**src/rtl/seq1111_pkg.sv**
```systemverilog
// rtl/seq1111_pkg.sv - state encoding and framing constants shared by the 1111 transmitter and detector
//
// Purpose : single source of truth for the line-state codes reported on status
//           and for the preamble / stuffing run lengths.
// Ports   : none (package).
package seq1111_pkg;

    // Number of 1-bits in the frame preamble; the detector triggers on this run.
    localparam int PRE_LEN   = 4;
    // A data run of this many 1s forces a stuffed 0 before the next bit.
    localparam int STUFF_RUN = 3;

    typedef enum logic [2:0] {
        ST_IDLE  = 3'd0,
        ST_PRE   = 3'd1,
        ST_DATA  = 3'd2,
        ST_STUFF = 3'd3,
        ST_GAP   = 3'd4,
        ST_PAR   = 3'd5
    } state_t;

endpackage

```
**src/rtl/seq1111_runcnt.sv**
```systemverilog
// rtl/seq1111_runcnt.sv - consecutive-ones counter that flags when a stuff bit is due
//
// Purpose : counts consecutive 1s among transmitted data bits.
// Ports   : clk      - rising-edge clock
//           rst      - asynchronous active-low reset
//           en       - a data bit is being put on the line this edge
//           data_bit - value of that data bit
//           clear    - restart the run (new frame or stuffed 0)
//           hit      - run has reached STUFF_RUN
module seq1111_runcnt
    import seq1111_pkg::*;
(
    input  logic clk,
    input  logic rst,
    input  logic en,
    input  logic data_bit,
    input  logic clear,
    output logic hit
);

    logic [1:0] cnt;

    always_ff @(posedge clk or negedge rst) begin
        if (!rst) begin
            cnt <= '0;
        end else if (clear) begin
            cnt <= '0;
        end else if (en) begin
            if (!data_bit) begin
                cnt <= '0;
            end else if (cnt != 2'd3) begin
                // Saturate: a trailing run at the end of a frame may exceed
                // the stuffing threshold without a stuff bit being inserted.
                cnt <= cnt + 2'd1;
            end
        end
    end

    assign hit = (cnt == 2'(STUFF_RUN));

endmodule

```
**src/rtl/seqgen1111_tx.sv**
```systemverilog
// rtl/seqgen1111_tx.sv - serial frame transmitter: 1111 preamble, stuffed LSB-first data, 0 gap
//
// Purpose : accepts a W-bit word on valid/ready and serialises it on x.
//           Optional macro PARITY_EN appends an even-parity bit before the gap.
// Ports   : clk     - rising-edge clock
//           rst     - asynchronous active-low reset
//           data_in - word to send, sampled on valid && ready
//           valid   - data_in is valid
//           ready   - a word can be accepted this cycle (IDLE or GAP)
//           x       - registered serial line
//           busy    - frame body (PRE/DATA/STUFF/PAR) on the line
//           status  - current state code
module seqgen1111_tx #(
    parameter int W       = 8,
    parameter int PRE_LEN = seq1111_pkg::PRE_LEN
) (
    input  logic         clk,
    input  logic         rst,
    input  logic [W-1:0] data_in,
    input  logic         valid,
    output logic         ready,
    output logic         x,
    output logic         busy,
    output logic [2:0]   status
);

    import seq1111_pkg::*;

    localparam int CMAX = (W > PRE_LEN) ? W : PRE_LEN;
    localparam int CW   = $clog2(CMAX + 1);

    state_t        state;
    logic [W-1:0]  shreg;
    logic [CW-1:0] cnt;       // preamble bits in PRE, data bits sent otherwise
    logic          hit;
    logic          accept;
    logic          load_bit;  // next data bit goes onto x this edge
    logic          go_stuff;
    logic          last_bit;
    logic          stuff_ok;
`ifdef PARITY_EN
    logic          par;
`endif

    assign ready    = rst && (state == ST_IDLE || state == ST_GAP);
    assign accept   = valid && ready;
    assign last_bit = (cnt == CW'(W));
    assign status   = state;

`ifdef PARITY_EN
    assign busy     = state inside {ST_PRE, ST_DATA, ST_STUFF, ST_PAR};
    // The parity bit still follows the last data bit, so a run there needs a stuff.
    assign stuff_ok = 1'b1;
`else
    assign busy     = state inside {ST_PRE, ST_DATA, ST_STUFF};
    // After the final data bit the gap 0 breaks the run by itself.
    assign stuff_ok = !last_bit;
`endif

    always_comb begin
        go_stuff = 1'b0;
        load_bit = 1'b0;
        case (state)
            ST_PRE:   load_bit = (cnt == CW'(PRE_LEN));
            ST_DATA: begin
                go_stuff = hit && stuff_ok;
                load_bit = !go_stuff && !last_bit;
            end
            ST_STUFF: load_bit = !last_bit;
            default:  ;
        endcase
    end

    seq1111_runcnt u_runcnt (
        .clk      (clk),
        .rst      (rst),
        .en       (load_bit),
        .data_bit (shreg[0]),
        .clear    (accept || go_stuff),
        .hit      (hit)
    );

    always_ff @(posedge clk or negedge rst) begin
        if (!rst) begin
            state <= ST_IDLE;
            x     <= 1'b0;
            shreg <= '0;
            cnt   <= '0;
`ifdef PARITY_EN
            par   <= 1'b0;
`endif
        end else if (accept) begin
            state <= ST_PRE;
            x     <= 1'b1;
            shreg <= data_in;
            cnt   <= CW'(1);
`ifdef PARITY_EN
            par   <= 1'b0;
`endif
        end else if (load_bit) begin
            state <= ST_DATA;
            x     <= shreg[0];
            shreg <= shreg >> 1;
            cnt   <= (state == ST_PRE) ? CW'(1) : cnt + CW'(1);
`ifdef PARITY_EN
            par   <= par ^ shreg[0];
`endif
        end else begin
            case (state)
                ST_PRE: begin
                    x   <= 1'b1;
                    cnt <= cnt + CW'(1);
                end
                ST_DATA: begin
                    if (go_stuff) begin
                        state <= ST_STUFF;
                        x     <= 1'b0;
                    end else begin
`ifdef PARITY_EN
                        state <= ST_PAR;
                        x     <= par;
`else
                        state <= ST_GAP;
                        x     <= 1'b0;
`endif
                    end
                end
                ST_STUFF: begin
                    // Only reached when all data bits are out (stuff before parity).
`ifdef PARITY_EN
                    state <= ST_PAR;
                    x     <= par;
`else
                    state <= ST_GAP;
                    x     <= 1'b0;
`endif
                end
`ifdef PARITY_EN
                ST_PAR: begin
                    state <= ST_GAP;
                    x     <= 1'b0;
                end
`endif
                default: begin
                    // IDLE, GAP without a new word, and any unused code.
                    state <= ST_IDLE;
                    x     <= 1'b0;
                end
            endcase
        end
    end

endmodule

```
**config.mk**
```make
export PLATFORM = sky130hd
export DESIGN_NAME = seqgen1111_tx
export DESIGN_NICKNAME = d
export VERILOG_FILES = /design/src/rtl/seq1111_pkg.sv /design/src/rtl/seq1111_runcnt.sv /design/src/rtl/seqgen1111_tx.sv
export SDC_FILE = /design/constraint.sdc
export NUM_CORES = 1
export LEC_CHECK = 0
export ABC_CLOCK_PERIOD_IN_PS = 2900
export CORE_MARGIN = 2
export CORE_UTILIZATION = 50
export CTS_BUF_LIST = sky130_fd_sc_hd__clkbuf_2
export DETAILED_ROUTE_END_ITERATION = 10
export PLACE_DENSITY = 0.73
export SLEW_MARGIN = 20
export SYNTH_ARGS = -nofsm -noshare
export SYNTH_HDL_FRONTEND = slang
export SYNTH_SLANG_ARGS = --single-unit
```
**constraint.sdc**
```tcl
create_clock -name clk -period 2.9 [get_ports clk]
set_clock_uncertainty 0.15 [all_clocks]
set_input_delay 0.435 -clock clk [delete_from_list [all_inputs] [get_ports clk]]
set_output_delay 0.435 -clock clk [all_outputs]
set_load 0.01 [all_outputs]
```
==> results of run 1 <==
## where the power goes
group	leakage [uW]	switching [uW]	internal (uW)
registers	0.000230	76.2	354
clock network	0.0000125	75.0	28.2
logic	0.000307	242	248
total	0.000549	394	630
## layer usage
| metal | up-vias | global-route usage |
|---|---|---|
| li1 | 364 | - |
| met1 | 365 | 0.249 |
| met2 | 18 | 0.342 |
| met3 | 2 | 0.0353 |
| met4 | 0 | 0.0800 |
| met5 | - | 0 |
## final cells by class
class / count / area [um^2]
flip-flops and latches: 18 / 450
repair buffers: 19 / 183
clock buffers: 3 / 15.0
fillers: 147 / 589
multi-input cells: 64 / 420
well taps: 25 / 31.3
inverters: 5 / 18.8
## cell families after synthesis
kind of cell	after synthesis
and+or+nand+nor	29
AOI/OAI and AO/OA	31
buffers and inverters	7
DFF	18
adders and majority gates	3
muxes	1
## cell usage in the layout (no fill, tap or decap), drive strengths merged
cell / Yosys / layout
a21o: 7 / 7
a21oi: 7 / 7
a22o: 6 / 6
a22oi: 1 / 1
and2: 3 / 3
and3: 1 / 1
and3b: 1 / 1
buf: 1 / 3
clkbuf: 1 / 3
clkdlybuf4s50: 0 / 16
dfrtp: 18 / 18
ha: 3 / 3
inv: 5 / 5
mux2i: 1 / 1
nand2: 8 / 8
nand3: 2 / 2
nand4: 1 / 1
nor2: 5 / 5
nor2b: 1 / 1
nor3: 1 / 1
nor4: 1 / 1
nor4b: 1 / 1
o21a: 1 / 1
o21ai: 5 / 5
o21bai: 1 / 1
o31a: 1 / 1
o31ai: 2 / 2
or3: 1 / 1
or3b: 2 / 2
or4: 1 / 1
## state kept, by name, summed over array words and instances (netlist names)
name          flops
shreg             8
cnt               4
status            3
u_runcnt.cnt      2
x                 1
## through the flow
stage,instances,setup slack (ns)
floorplan,89,0.718
global placement,131,0.514
detailed placement,131,0.499
CTS,134,0.490
global route,134,0.441
finish,134,0.535
## path summary, 6_finish.rpt
path	endpoint	startpoint	depth (start not counted)	slack (ns)
worst max-delay path	ready	rst	3	0.53
worst min-delay path	shreg[2]	rst	1	0.22
worst max register to register	u_runcnt.cnt[0]	cnt[0]	7	0.55
worst min register to register	shreg[3]	shreg[3]	1	0.35
max in group asynchronous	shreg[6]	rst	2	1.90
min in group clk	shreg[3]	shreg[3]	1	0.35
==> reports/metrics.yaml, run 1 <==
timing:
  fin_crit_sh: 0.816
  drv_slew: 0
  min_period_ns: 2.37
  max_freq_mhz: 423
  hold_slack_ns: 0.221
  slew_headroom: 0.728
  final-setup-viol-count: 0
  tns_ns: 0
  finalHoldViolations: 0
  worst_pin_slew_ns: 0.407
  rsz0062_at_grt: "no"
detailed_routing:
  drt-total-wl_um: 1860
  vias: 749
  top_layer: "met4"
  dr_wl_met2_um: 908
  wl_met1_um: 875
  drt_iter0_drc: 5
  avgViaCountPerCell: 5.59
  firstDrtPassIters: 4
  wl_per_cell_um: 13.9
  wl_met3_um: 67
  ant_nets: 0
  drc: 0
floorplan:
  initial_core_util: 0.526
  die_h_um: 46.4
  die_area_um2: 2150
  ios: 17
  core_um2: 1710
  chipWidth_um: 46.4
  rows: 15
yosys:
  synth.most_common_cell: "dfrtp_1"
  postSynthAreaPerCell_um2: 10.1
  synth_area_um2: 898
  synthFlopType: "dfrtp_1"
  syn-instance-count: 89
  synth_xor_area_frac: 0
  synth_area_leaders: "dfrtp_1 (50%), a21o_1 (5.8%), a22o_1 (5.8%), ha_1 (4.2%), a21oi_1 (3.9%)"
  synth-compound-area-share: 0.235
  syn-num-nets: 103
  yosys.area_share.adder: 0.0418
  synth_edf_count: 0
  yosysTopAreaCellShare: 0.501
  synth.area.mux_share: 0.0111
  synth_commonest_cells: "dfrtp_1 (18), nand2_1 (8), a21o_1 (7), a21oi_1 (7), a22o_1 (6)"
  synthArstFlopShare: 1.00
  synth.distinct_cells: 31
  ys_seq_elements: 18
  synth_top_family_by_area: "compound AO/OA/AOI/OAI gates"
  yosysTopAreaCell: "dfrtp_1"
  synth-simple-area-share: 0.180
  ys.warnings.count: 0
  seq_area_frac_synth: 0.501
final_layout:
  nets: 125
  n_antenna_cell: 0
  utilization: 0.655
  synthToLayoutAreaGrowth_pct: 24.5
  drive_above_1_share: 0.0734
  final_cell_area_um2: 1120
place:
  port_buffers: 16
  place_congestion: 0.821
  placed_area_um2: 1100
  place_hpwl_um: 1350
critical_path:
  cp.arrival_ns: 1.78
  cpPeakStageDelay_ns: 0.65
  cp_max_fo: 8
  critPathTopFamily: "buffers and inverters"
  crit_slowest_cell: "clkdlybuf4s50_1"
  crit_path_cell_trace: "clkdlybuf4s50_1, and2_1, clkdlybuf4s50_1"
  cp-start-kind: "input pin"
  worst-setup-path-type: "in2out"
  crit_buf_inv: 2
  cpMostUsedCell: "clkdlybuf4s50_1"
  critical_path.endpoint_type: "output port"
  crit_required_ns: 2.32
clock_tree:
  cts_buffer_depth: 2
  cts-resized-gates: 0
  htree_levels: 1
  cts.clk_slew.worst_paths_ns: 0.16
  cts_buffers: 3
  clock_latency_ns: 0.30
  post_cts_buffers: 0
  cts.sinks: 18
  root_buffer: "clkbuf_2"
  postCtsHoldBufs: 0
  cts_tree: "done"
worst_hold_path:
  hp-class: "in2async"
power_and_ir_drop:
  p_leak_uw: 0.000549
  p_per_area_nw_per_um2: 915
  ir_worst_vdd_uv: 475
  p_total_uw: 1020
run:
  maxCapViolCount: 0
grt:
  grt_pass1_wl_um: 2980
  grt.total_usage: 0.200
  antenna_found_initial: 0
  grt-ovfl-total: 0
  grt_max_degree: 15
  first_global_vias: 690
status:
  status: "finished clean"
(Power assumes the default switching activity.)
==> run 2: changes to the inputs <==
- ABC_CLOCK_PERIOD_IN_PS: 2900 -> 2250
- clock period: 2.9 -> 2.25 ns (I/O delays scaled with it)
==> run 2 against run 1 <==
- die area unchanged
- largest power group unchanged
- sequential share of layout area decreased by 2.9 points
- combinational power is 50% higher
- clock power increased by 34%
- critical endpoint is now u_runcnt.cnt[0]
- total power increased by 38%
- global-route usage is 2.4 points higher
- critical path depth grew 4
- wire length rose by 2.2%
- worst hold slack improved by 0.0012 ns
- utilization rose by 5.1 points
- sequential power grew 25%
==> reports/metrics.yaml, run 2 (synthesis gave the netlist of run 1 again) <==
detailed_routing:
  drt-total-wl_um: 1900
  wl_per_cell_um: 13.2
  avgViaCountPerCell: 5.32
  ant_nets: 0
  drt_iter0_drc: 6
  drc: 0
  firstDrtPassIters: 4
  vias: 766
power_and_ir_drop:
  p_leak_uw: 0.000626
  seqPwrFrac: 0.382
  clock_power_share: 0.098
  p_per_area_nw_per_um2: 1170
  swShare: 0.373
  ir_worst_vdd_uv: 701
  power.switching_uw: 526
  internal-power_uw: 883
  combPwrFrac: 0.520
clock_tree:
  post_cts_buffers: 0
  cts_buffers: 3
  htree_levels: 1
  clock_latency_ns: 0.31
  cts.clk_slew.worst_paths_ns: 0.16
  cts_tree: "done"
  postCtsHoldBufs: 0
  root_buffer: "clkbuf_2"
  cts_buffer_depth: 2
  cts.sinks: 18
place:
  port_buffers: 16
  place_congestion: 0.822
  place_hpwl_um: 1510
  pre_cts_ws_ns: -0.0289
final_layout:
  n_antenna_cell: 0
  layout_common_cells: "dfrtp_1 (18), clkdlybuf4s50_1 (14), buf_4 (13)"
  nets: 135
  synthToLayoutAreaGrowth_pct: 34.1
  final_common_cell: "dfrtp_1"
  fillers: 130
  top_register: "shreg"
  drive_above_1_share: 0.160
  largest_register_ffs: 8
run:
  maxCapViolCount: 0
grt:
  grt_pass1_wl_um: 3260
  antenna_found_initial: 0
  grt.total_usage: 0.224
  grt_max_degree: 13
  grt-ovfl-total: 0
  first_global_vias: 753
critical_path:
  critical_path.endpoint_type: "flop"
  worst-setup-path-type: "reg2reg"
  crit_required_ns: 2.35
  cp_max_fo: 4
  cp-start-kind: "flop"
  cp.arrival_ns: 2.30
timing:
  worst_pin_slew_ns: 0.409
  drv_slew: 0
  slew_headroom: 0.725
  timing.final.ws_setup_ns: 0.0499
  finalHoldViolations: 0
  min_period_ns: 2.20
  rsz0062_at_grt: "yes"
  tns_ns: 0
  fin_crit_sh: 0.978
  max_freq_mhz: 455
  final-setup-viol-count: 0
floorplan:
  ios: 17
  rows: 15
  die_area_um2: 2150
  chipWidth_um: 46.4
  die_h_um: 46.4
  initial_core_util: 0.526
  core_um2: 1710
worst_hold_path:
  hp-class: "in2async"
status:
  status: "finished clean"
==> run 2: repair_timing <==
| item | in CTS | in global routing |
|---|---|---|
| pin swaps | 0 | 1 |
| endpoints found under the setup margin | 8 | 10 |
| gates resized for setup | 1 | 3 |
==> run 2: worst max-delay path, cell delays in order (launching register included) <==
cell and delay (ns):
dfrtp_1 0.39, inv_1 0.07, ha_1 0.20, and3b_1 0.18
or3b_4 0.39, o21a_1 0.20, or4_1 0.39, a21oi_1 0.15
==> run 2: path summary, 6_finish.rpt <==
| check | start | end | slack [ns] | cells past startpoint |
|---|---|---|---|---|
| setup / recovery | cnt[0] | u_runcnt.cnt[0] | 0.05 | 7 |
| hold / removal | rst | x | 0.22 | 2 |
| setup reg to reg | cnt[0] | u_runcnt.cnt[0] | 0.05 | 7 |
| hold reg to reg | shreg[6] | shreg[6] | 0.35 | 1 |
| max in group asynchronous | rst | cnt[2] | 1.55 | 2 |
| min in group clk | shreg[6] | shreg[6] | 0.35 | 1 |
==> run 2: routing by layer <==
metal	wire (um)	GRT usage
met1	914	0.270
met5	0	0
met4	43	0.126
met2	896	0.361
met3	49	0.0549
==> run 2: power by group through the flow <==
stage	registers [uW]	clock network (uW)	logic, uW
final	538	138	734
after global routing	554	153	830
after CTS	540	138	741
after detailed placement	549	0	734
after global placement	540	0	710
after floorplan	549	0	408
==> run 2: area by class of cell <==
type,instances,area [um^2],share of cell area
inverter,5,18.8,0.0156
tap,25,31.3,0.0260
multi-input combinational,64,427,0.354
clock buffer,3,15.0,0.0125
sequential,18,450,0.374
timing repair buffer,29,263,0.218
==> run 2: stage by stage <==
step | hold slack [ns] | cells | total power [uW] | area (um^2) | utilization
2_1_floorplan | -0.108 | 89 | 956 | 898 | -
3_3_place_gp | 0.310 | 141 | 1250 | 1180 | 0.690
3_5_place_dp | 0.317 | 141 | 1280 | 1180 | 0.690
4_1_cts | 0.224 | 144 | 1420 | 1200 | 0.700
5_1_grt | 0.206 | 144 | 1540 | 1200 | 0.705
6_report | 0.222 | 144 | 1410 | 1200 | 0.705
==> run 3: changes to the inputs <==
==> constraint.sdc (replaced) <==
create_clock -name clk -period 2.25 [get_ports clk]
set_clock_uncertainty 0.15 [all_clocks]
set_input_delay 0.45 -clock clk [delete_from_list [all_inputs] [get_ports clk]]
set_output_delay 0.45 -clock clk [all_outputs]
set_load 0.01 [all_outputs]
==> run 3 against run 2 <==
- non-clock buffer count grew 2
- first-iteration DRC count grew to 2.7 times the previous value
- critical path depth is the same
- wire length grew 1.8%
- register-to-register slack gained 0.04 ns
- sequential power shrank 0.9%
- clock power is essentially flat
- via count grew 2.2%
- largest cell class unchanged
==> reports/metrics.yaml, run 3 (synthesis gave the netlist of run 1 again) <==
clock_tree:
  cts.clk_slew.worst_paths_ns: 0.18
  htree_levels: 1
  cts_buffers: 3
  cts_tree: "done"
  clock_latency_ns: 0.30
  cts.sinks: 18
  root_buffer: "clkbuf_2"
  cts_buffer_depth: 2
  postCtsHoldBufs: 0
detailed_routing:
  wl_per_cell_um: 13.2
  drc: 0
  drt-total-wl_um: 1940
  drt_iter0_drc: 16
  ant_nets: 0
  vias: 783
  firstDrtPassIters: 4
  avgViaCountPerCell: 5.33
final_layout:
  drive_above_1_share: 0.197
  multiInputGateArea_um2: 433
  final_common_cell: "dfrtp_1"
  fillers: 126
  synthToLayoutAreaGrowth_pct: 36.1
  n_antenna_cell: 0
  nets: 137
  layout_common_cells: "dfrtp_1 (18), buf_4 (15), clkdlybuf4s50_1 (14)"
  seqCellArea_um2: 450
  finalNonFillerCells: 147
  largest_register_ffs: 8
  top_register: "shreg"
floorplan:
  initial_core_util: 0.526
  ios: 17
  core_um2: 1710
  rows: 15
  die_area_um2: 2150
  die_h_um: 46.4
  chipWidth_um: 46.4
power_and_ir_drop:
  ir_worst_vdd_uv: 819
  p_per_area_nw_per_um2: 1180
  combPwrFrac: 0.532
  swShare: 0.376
  power.switching_uw: 540
  p_total_uw: 1440
  clock_power_share: 0.097
  seqPwrFrac: 0.371
  internal-power_uw: 898
  p_leak_uw: 0.000617
grt:
  grt.total_usage: 0.211
  grt_max_degree: 19
  first_global_vias: 680
  grt_pass1_wl_um: 3130
  antenna_found_initial: 0
  grt-ovfl-total: 0
timing:
  final-setup-viol-count: 0
  max_freq_mhz: 464
  slew_headroom: 0.701
  tns_ns: 0
  drv_slew: 0
  finalHoldViolations: 0
  min_period_ns: 2.16
  fin_crit_sh: 0.959
  worst_pin_slew_ns: 0.445
  rsz0062_at_grt: "no"
place:
  place_congestion: 0.782
  port_buffers: 16
  place_hpwl_um: 1490
  dp_cells: 142
critical_path:
  crit_required_ns: 2.35
  worst-setup-path-type: "reg2reg"
  r2r_cells: 7
  cp.arrival_ns: 2.26
  cp_max_fo: 4
  critical_path.endpoint_type: "flop"
  cp-start-kind: "flop"
status:
  status: "finished clean"
run:
  maxCapViolCount: 0
worst_hold_path:
  worst_hold_path.num_cells: 1
  hp-class: "reg2reg"
run 3: cell type report:
type                            count  area share
Clock buffer                        3      0.0123
Clock inverter                      1     0.00307
Multi-Input combinational cell     64       0.354
Timing Repair Buffer               31       0.221
Sequential cell                    18       0.368
Tap cell                           25      0.0256
Inverter                            5      0.0154
run 3: critical path, stage by stage, from the launching register on:
cell	delay [ns]
dfrtp_1	0.40
inv_2	0.04
ha_2	0.17
and3b_1	0.18
or3b_4	0.41
o21a_1	0.22
or4_4	0.42
a21oi_2	0.12
run 3: repair_timing:
action / 4_1_cts / 5_1_grt
resized for setup: 3 / 4
pin swaps: 0 / 3
buffers inserted: 0 / 1
setup endpoints to repair: 3 / 1
run 3: path summary, 6_finish.rpt:
check,start,endpoint,slack [ns]
worst max-delay path,cnt[0],u_runcnt.cnt[0],0.09
worst min-delay path,shreg[2],shreg[2],0.35
worst max register to register,cnt[0],u_runcnt.cnt[0],0.09
worst min register to register,shreg[2],shreg[2],0.35
max in group asynchronous,rst,u_runcnt.cnt[1],1.27
min in group asynchronous,rst,u_runcnt.cnt[0],0.48
run 3: metrics by stage:
step	util	setup slack (ns)	cell area [um^2]	hold WS, ns
floorplan	-	0.0676	898	0.00441
global placement	0.695	0.0124	1190	0.309
detailed placement	0.695	0.0181	1190	0.316
CTS	0.705	0.0721	1200	0.353
global route	0.716	0.0107	1220	0.375
finish	0.716	0.0926	1220	0.351
run 3: power groups by stage:
stage | Combinational, uW | Sequential [uW] | Clock [uW]
after floorplan | 408 | 549 | 0
after global placement | 721 | 532 | 0
after detailed placement | 748 | 539 | 0
after CTS | 742 | 531 | 146
after global routing | 861 | 548 | 163
final | 765 | 533 | 140
run 3: routing by layer:
metal / up-vias / GRT usage / share of wire
li1: 388 / - / -
met1: 383 / 0.266 / 0.46
met2: 10 / 0.347 / 0.51
met3: 2 / 0.0353 / 0.023
met4: 0 / 0.103 / 0.0052
met5: - / 0 / 0
